===== config.mk =====
export PLATFORM = sky130hd
export DESIGN_NAME = stage_wb
export DESIGN_NICKNAME = d
export VERILOG_FILES = /design/src/rtl/stage_wb_pkg.sv /design/src/rtl/stage_wb_load_align.sv /design/src/rtl/stage_wb.sv
export SDC_FILE = /design/constraint.sdc
export NUM_CORES = 1
export LEC_CHECK = 0
export BUFFER_PORTS_ARGS = -buffer_cell sky130_fd_sc_hd__buf_2
export CORE_ASPECT_RATIO = 1.25
export CORE_UTILIZATION = 53
export CTS_CLUSTER_DIAMETER = 50
export CTS_CLUSTER_SIZE = 12
export DETAILED_ROUTE_END_ITERATION = 12
export GPL_ROUTABILITY_DRIVEN = 0
export GPL_TIMING_DRIVEN = 0
export HOLD_SLACK_MARGIN = 0.1
export PLACE_DENSITY = 0.86
export RECOVER_POWER = 50
export SYNTH_ARGS = -nofsm -noshare
export SYNTH_HDL_FRONTEND = slang
export SYNTH_SLANG_ARGS = --single-unit
export TNS_END_PERCENT = 10

===== constraint.sdc =====
create_clock -name clk_i -period 5.3 [get_ports clk_i]
set_clock_uncertainty 0.2 [all_clocks]
set_input_delay 0.53 -clock clk_i [delete_from_list [all_inputs] [get_ports clk_i]]
set_output_delay 0.53 -clock clk_i [all_outputs]
set_load 0.01 [all_outputs]

===== src/rtl/stage_wb_pkg.sv =====
// Shared definitions for the writeback stage: load funct3 encodings and FSM state type.
package stage_wb_pkg;

   localparam logic [2:0] F3_LB  = 3'b000;
   localparam logic [2:0] F3_LH  = 3'b001;
   localparam logic [2:0] F3_LW  = 3'b010;
   localparam logic [2:0] F3_LBU = 3'b100;
   localparam logic [2:0] F3_LHU = 3'b101;

   typedef enum logic {
      IDLE,
      WAIT_MEM
   } wb_state_t;

endpackage


===== src/rtl/stage_wb_load_align.sv =====
// Combinational load data alignment: extracts byte/half/word from a memory word
// and flags misaligned halfword/word accesses.
module load_align
   import stage_wb_pkg::*;
(
   input  logic [31:0] word,
   input  logic [2:0]  funct3,
   input  logic [1:0]  addr_lo,
   output logic [31:0] data,
   output logic        misaligned
);

   logic [7:0]  byte_sel;
   logic [15:0] half_sel;

   assign byte_sel = word[{addr_lo, 3'b000} +: 8];
   assign half_sel = word[{addr_lo[1], 4'b0000} +: 16];

   // Any encoding that is not a byte or halfword load behaves as LW.
   always_comb begin
      data       = word;
      misaligned = 1'b0;
      case (funct3)
         F3_LB: begin
            data = {{24{byte_sel[7]}}, byte_sel};
         end
         F3_LBU: begin
            data = {24'd0, byte_sel};
         end
         F3_LH: begin
            data       = {{16{half_sel[15]}}, half_sel};
            misaligned = addr_lo[0];
         end
         F3_LHU: begin
            data       = {16'd0, half_sel};
            misaligned = addr_lo[0];
         end
         default: begin
            data       = word;
            misaligned = (addr_lo != 2'b00);
         end
      endcase
   end

endmodule


===== src/rtl/stage_wb.sv =====
// Writeback stage: retires non-load results directly and waits on data memory for loads.
// Optional forwarding outputs are enabled by defining WB_FWD_EN.
module stage_wb
   import stage_wb_pkg::*;
(
   input  logic        clk_i,
   input  logic        rst_i,
   input  logic        valid_i,
   output logic        ready_o,
   input  logic [4:0]  rd_i,
   input  logic [31:0] result_i,
   input  logic        is_ld_mem_i,
   input  logic [2:0]  funct3_i,
   input  logic [1:0]  addr_lo_i,
   input  logic [31:0] dmem_dat_i,
   input  logic        dmem_ack_i,
   input  logic        dmem_err_i,
   output logic        rf_we_o,
   output logic [4:0]  rd_o,
   output logic [31:0] rf_wd_o,
   output logic        retire_o,
   output logic        e_load_fault_o,
   output logic        e_misaligned_o
`ifdef WB_FWD_EN
   ,
   output logic        fwd_valid_o,
   output logic [4:0]  fwd_rd_o,
   output logic [31:0] fwd_dat_o
`endif
);

   wb_state_t   state;
   logic [4:0]  ld_rd;
   logic [2:0]  ld_funct3;
   logic [1:0]  ld_addr_lo;

   logic [2:0]  align_funct3;
   logic [1:0]  align_addr_lo;
   logic [31:0] align_data;
   logic        align_misaligned;

   assign ready_o = (state == IDLE);

   // One aligner serves both phases: in IDLE it judges the incoming load's
   // alignment, in WAIT_MEM it shapes the returned word using captured fields.
   assign align_funct3  = (state == IDLE) ? funct3_i  : ld_funct3;
   assign align_addr_lo = (state == IDLE) ? addr_lo_i : ld_addr_lo;

   load_align u_load_align (
      .word       (dmem_dat_i),
      .funct3     (align_funct3),
      .addr_lo    (align_addr_lo),
      .data       (align_data),
      .misaligned (align_misaligned)
   );

   always_ff @(posedge clk_i) begin
      if (rst_i) begin
         state          <= IDLE;
         ld_rd          <= 5'd0;
         ld_funct3      <= 3'd0;
         ld_addr_lo     <= 2'd0;
         rf_we_o        <= 1'b0;
         rd_o           <= 5'd0;
         rf_wd_o        <= 32'd0;
         retire_o       <= 1'b0;
         e_load_fault_o <= 1'b0;
         e_misaligned_o <= 1'b0;
      end else begin
         rf_we_o        <= 1'b0;
         retire_o       <= 1'b0;
         e_load_fault_o <= 1'b0;
         e_misaligned_o <= 1'b0;
         case (state)
            IDLE: begin
               if (valid_i) begin
                  if (!is_ld_mem_i) begin
                     rf_we_o  <= (rd_i != 5'd0);
                     rd_o     <= rd_i;
                     rf_wd_o  <= result_i;
                     retire_o <= 1'b1;
                  end else if (align_misaligned) begin
                     e_misaligned_o <= 1'b1;
                     retire_o       <= 1'b1;
                  end else begin
                     ld_rd      <= rd_i;
                     ld_funct3  <= funct3_i;
                     ld_addr_lo <= addr_lo_i;
                     state      <= WAIT_MEM;
                  end
               end
            end
            WAIT_MEM: begin
               if (dmem_err_i) begin
                  e_load_fault_o <= 1'b1;
                  retire_o       <= 1'b1;
                  state          <= IDLE;
               end else if (dmem_ack_i) begin
                  rf_we_o  <= (ld_rd != 5'd0);
                  rd_o     <= ld_rd;
                  rf_wd_o  <= align_data;
                  retire_o <= 1'b1;
                  state    <= IDLE;
               end
            end
            default: state <= IDLE;
         endcase
      end
   end

`ifdef WB_FWD_EN
   assign fwd_valid_o = rf_we_o;
   assign fwd_rd_o    = rd_o;
   assign fwd_dat_o   = rf_wd_o;
`endif

endmodule


==> results by group <==
Outcome
  – Status: finished clean

Die
  – Total die area: 6130 µm²
  – Die Width: 70.2 µm
  – # IOs: 122
  – Core area: 5520 µm²
  – Die H: 87.3 µm
  – Initial Util: 0.559
  – Row cnt: 30

Synth
  – Seq/Total Area, Yosys: 0.338
  – Compound-Gate Fraction of Synth Area: 0.249
  – EDFF count, synth: 0
  – Synth Instances: 362
  – Syn Area/Cell: 8.51 µm²
  – Post-synth top flop: dfxtp_1
  – Synth Cell Area: 3080 µm²
  – Post-Synth Simple-Gate Area: 0.220
  – Syn Nets: 442
  – Largest family of logic cells by synthesized area: compound AO/OA/AOI/OAI gates
  – #FFs+latches synth: 52
  – Post-synth ARST share: 0
  – Synth cell types: 42
  – Adder-cell share of the synthesized area: 0
  – Synthesis Warnings: 0
  – XOR/XNOR Fraction of Synth Area: 0
  – Post-synthesis mux area share: 0.132

Cells and area
  – Most common cell after layout, fill and taps aside: buf_2
  – Nets: 569
  – Layout Cells excl Fill: 554
  – N_diodes: 0
  – Design area: 3810 µm²
  – Most frequent cells in the layout: 85 x buf_2, 68 x clkbuf_1, 63 x nand2_1
  – Syn-to-layout area delta: 23.5%
  – Share of layout cells above drive strength 1: 0.247

Route
  – Initial drt markers: 297
  – Final ANT Viol Nets: 0
  – Routed len/inst: 18.7 µm
  – DR vias: 3,622
  – Vias per cell: 6.54
  – Detailed Route WL: 10,300 µm
  – Drt first pass iters: 5
  – DRC Markers: 0

Min path
  – Hold Startpoint: addr_lo_i[0]
  – Cells on Worst Hold Path: 3
  – Hold path endpoint: ld_addr_lo[0]$_SDFFE_PP0P_
  – Hold Crit Class: in2reg

GRT
  – First-pass GRT wire length: 16,400 µm
  – Largest net degree at the start of global routing: 17
  – Vias in the first global route: 3,419
  – Initial antenna violation count: 0
  – GRT overflow: 0
  – GRT Total Usage: 0.338

Timing
  – Setup_tns: 0 ns
  – FMAX: 343 MHz
  – Tcrit/Tclk final: 0.550
  – Minimum clock period: 2.92 ns
  – Worst slew pin tran: 0.703 ns
  – Final setup viols: 0
  – Rel. slew slack: 0.531
  – Hold_ws: 0.270 ns
  – Max-slew violations: 0
  – Unrepaired setup endpoints after global routing: false
  – Final hold vios: 0

CTS
  – CTS tree: done
  – Root buffer cell: clkbuf_8
  – CTS Sinks: 52
  – Hold buffer count at CTS: 0
  – Max Root-Sink Buffers: 2
  – H-tree levels: 2
  – Later-pin clock latency in the skew report: 0.32 ns
  – Clk slew on worst S/H paths: 0.10 ns
  – Num CTS Buffers: 5
  – Resized Gates After CTS: 0
  – Number of setup buffers added after CTS: 0

Placed design
  – Placed insts: 546
  – Final HPWL DP: 7730 µm
  – Area after DPL: 3760 µm²
  – Port bufs: 120

Pwr
  – Seq pwr share: 0.461
  – Sw power: 0.287 mW
  – Clock network fraction of design power: 0.303
  – Sw frac: 0.307
  – P per Cell Area: 245 nW/µm²
  – LEAKAGE: 1.38 nW
  – Max rail drop VDD: 0.171 mV
  – Int Pwr: 0.647 mW
  – Logic pwr share: 0.236

Worst setup path
  – CP arrival: 2.96 ns
  – Critical setup path kind: reg2reg
  – Startpoint type of the worst setup path: flop
  – R2r setup slk: 2.38 ns
  – Terminus of the critical flop-to-flop path: ld_rd[3]$_SDFFE_PP0P_
  – Max FO, Critical Path: 10
  – R2R cell count: 7
  – Reg2reg start: state$_SDFF_PP0_
  – Crit end category: flop
  – CP required: 5.35 ns

Job
  – Max_cap viols: 0
cell type report:
class,count,area (µm²)
Fill cell,496,1710
Timing Repair Buffer,120,549
Multi-Input combinational cell,271,1850
Clock buffer,5,68.8
Clock inverter,3,42.5
Inverter,3,11.3
Buffer,36,161
Tap cell,64,80.1
Sequential cell,52,1040
cells in the mapped netlist (all sizes together) (13+ instances only):
library cell  instances  area [µm²]
clkbuf               23        86.3
nor2                 15        56.3
nand2                63         236
nand3                25         125
mux2i                18         193
a221oi               15         131
a41oi                16         140
o2111ai              16         140
mux2                 17         191
or3                  16         100
buf                  13        91.3
dfxtp                52        1040
worst max path at each step:
stage / startpoint / endpoint / slack, ns / cells after the start
5_1_grt: state$_SDFF_PP0_ / ld_rd[2]$_SDFFE_PP0P_ / 2.20 / 7
4_1_cts: state$_SDFF_PP0_ / rf_wd_o[14]$_SDFFE_PP0P_ / 2.84 / 5
3_3_place_gp: addr_lo_i[1] / rf_wd_o[11]$_SDFFE_PP0P_ / 2.72 / 5
2_1_floorplan: addr_lo_i[1] / rf_wd_o[10]$_SDFFE_PP0P_ / 3.13 / 4
6_report: state$_SDFF_PP0_ / ld_rd[3]$_SDFFE_PP0P_ / 2.38 / 7
3_5_place_dp: addr_lo_i[1] / rf_wd_o[14]$_SDFFE_PP0P_ / 2.71 / 5
stage by stage:
step / utilization / setup slack (ns) / power, mW
floorplan: - / 3.13 / 0.568
global placement: 0.682 / 2.72 / 0.653
detailed placement: 0.682 / 2.71 / 0.659
CTS: 0.702 / 2.84 / 0.933
global route: 0.690 / 2.20 / 0.970
finish: 0.690 / 2.38 / 0.934
registers in the layout, summed over array words and instances (netlist names):
signal          count
e_load_fault_o      1
e_misaligned_o      1
ld_addr_lo          2
ld_funct3           3
ld_rd               5
rd_o                5
retire_o            1
rf_wd_o            32
rf_we_o             1
state               1
kinds of logic (layout without fill, tap and decap cells):
family / count (synthesis) / count (layout)
flip-flops: 52 / 52
multiplexers: 36 / 36
buffers and inverters: 39 / 167
AO/OA/AOI/OAI: 92 / 92
AND/OR/NAND/NOR: 143 / 143
power groups by stage:
stage / Combinational [mW] / Sequential, mW / Clock, mW
final: 0.220 / 0.431 / 0.283
after global routing: 0.237 / 0.433 / 0.300
after CTS: 0.222 / 0.429 / 0.281
after detailed placement: 0.221 / 0.438 / 0
after global placement: 0.216 / 0.437 / 0
after floorplan: 0.120 / 0.447 / 0
critical path, cell delays in order (launching register included):
cell,delay (ns)
dfxtp_1,0.32
clkbuf_1,0.29
clkbuf_1,0.39
nor3b_1,0.41
nor2_1,0.14
a21oi_1,0.25
clkbuf_1,0.58
mux2i_1,0.27
routing by layer:
| metal | track usage | up-vias | wire, µm |
|---|---|---|---|
| met5 | 0 | - | 0 |
| met4 | 0.151 | 0 | 319 |
| met3 | 0.0741 | 36 | 1020 |
| met2 | 0.568 | 246 | 4960 |
| met1 | 0.413 | 1683 | 4040 |
| li1 | - | 1657 | - |
Power figures use the tool's default switching activity.
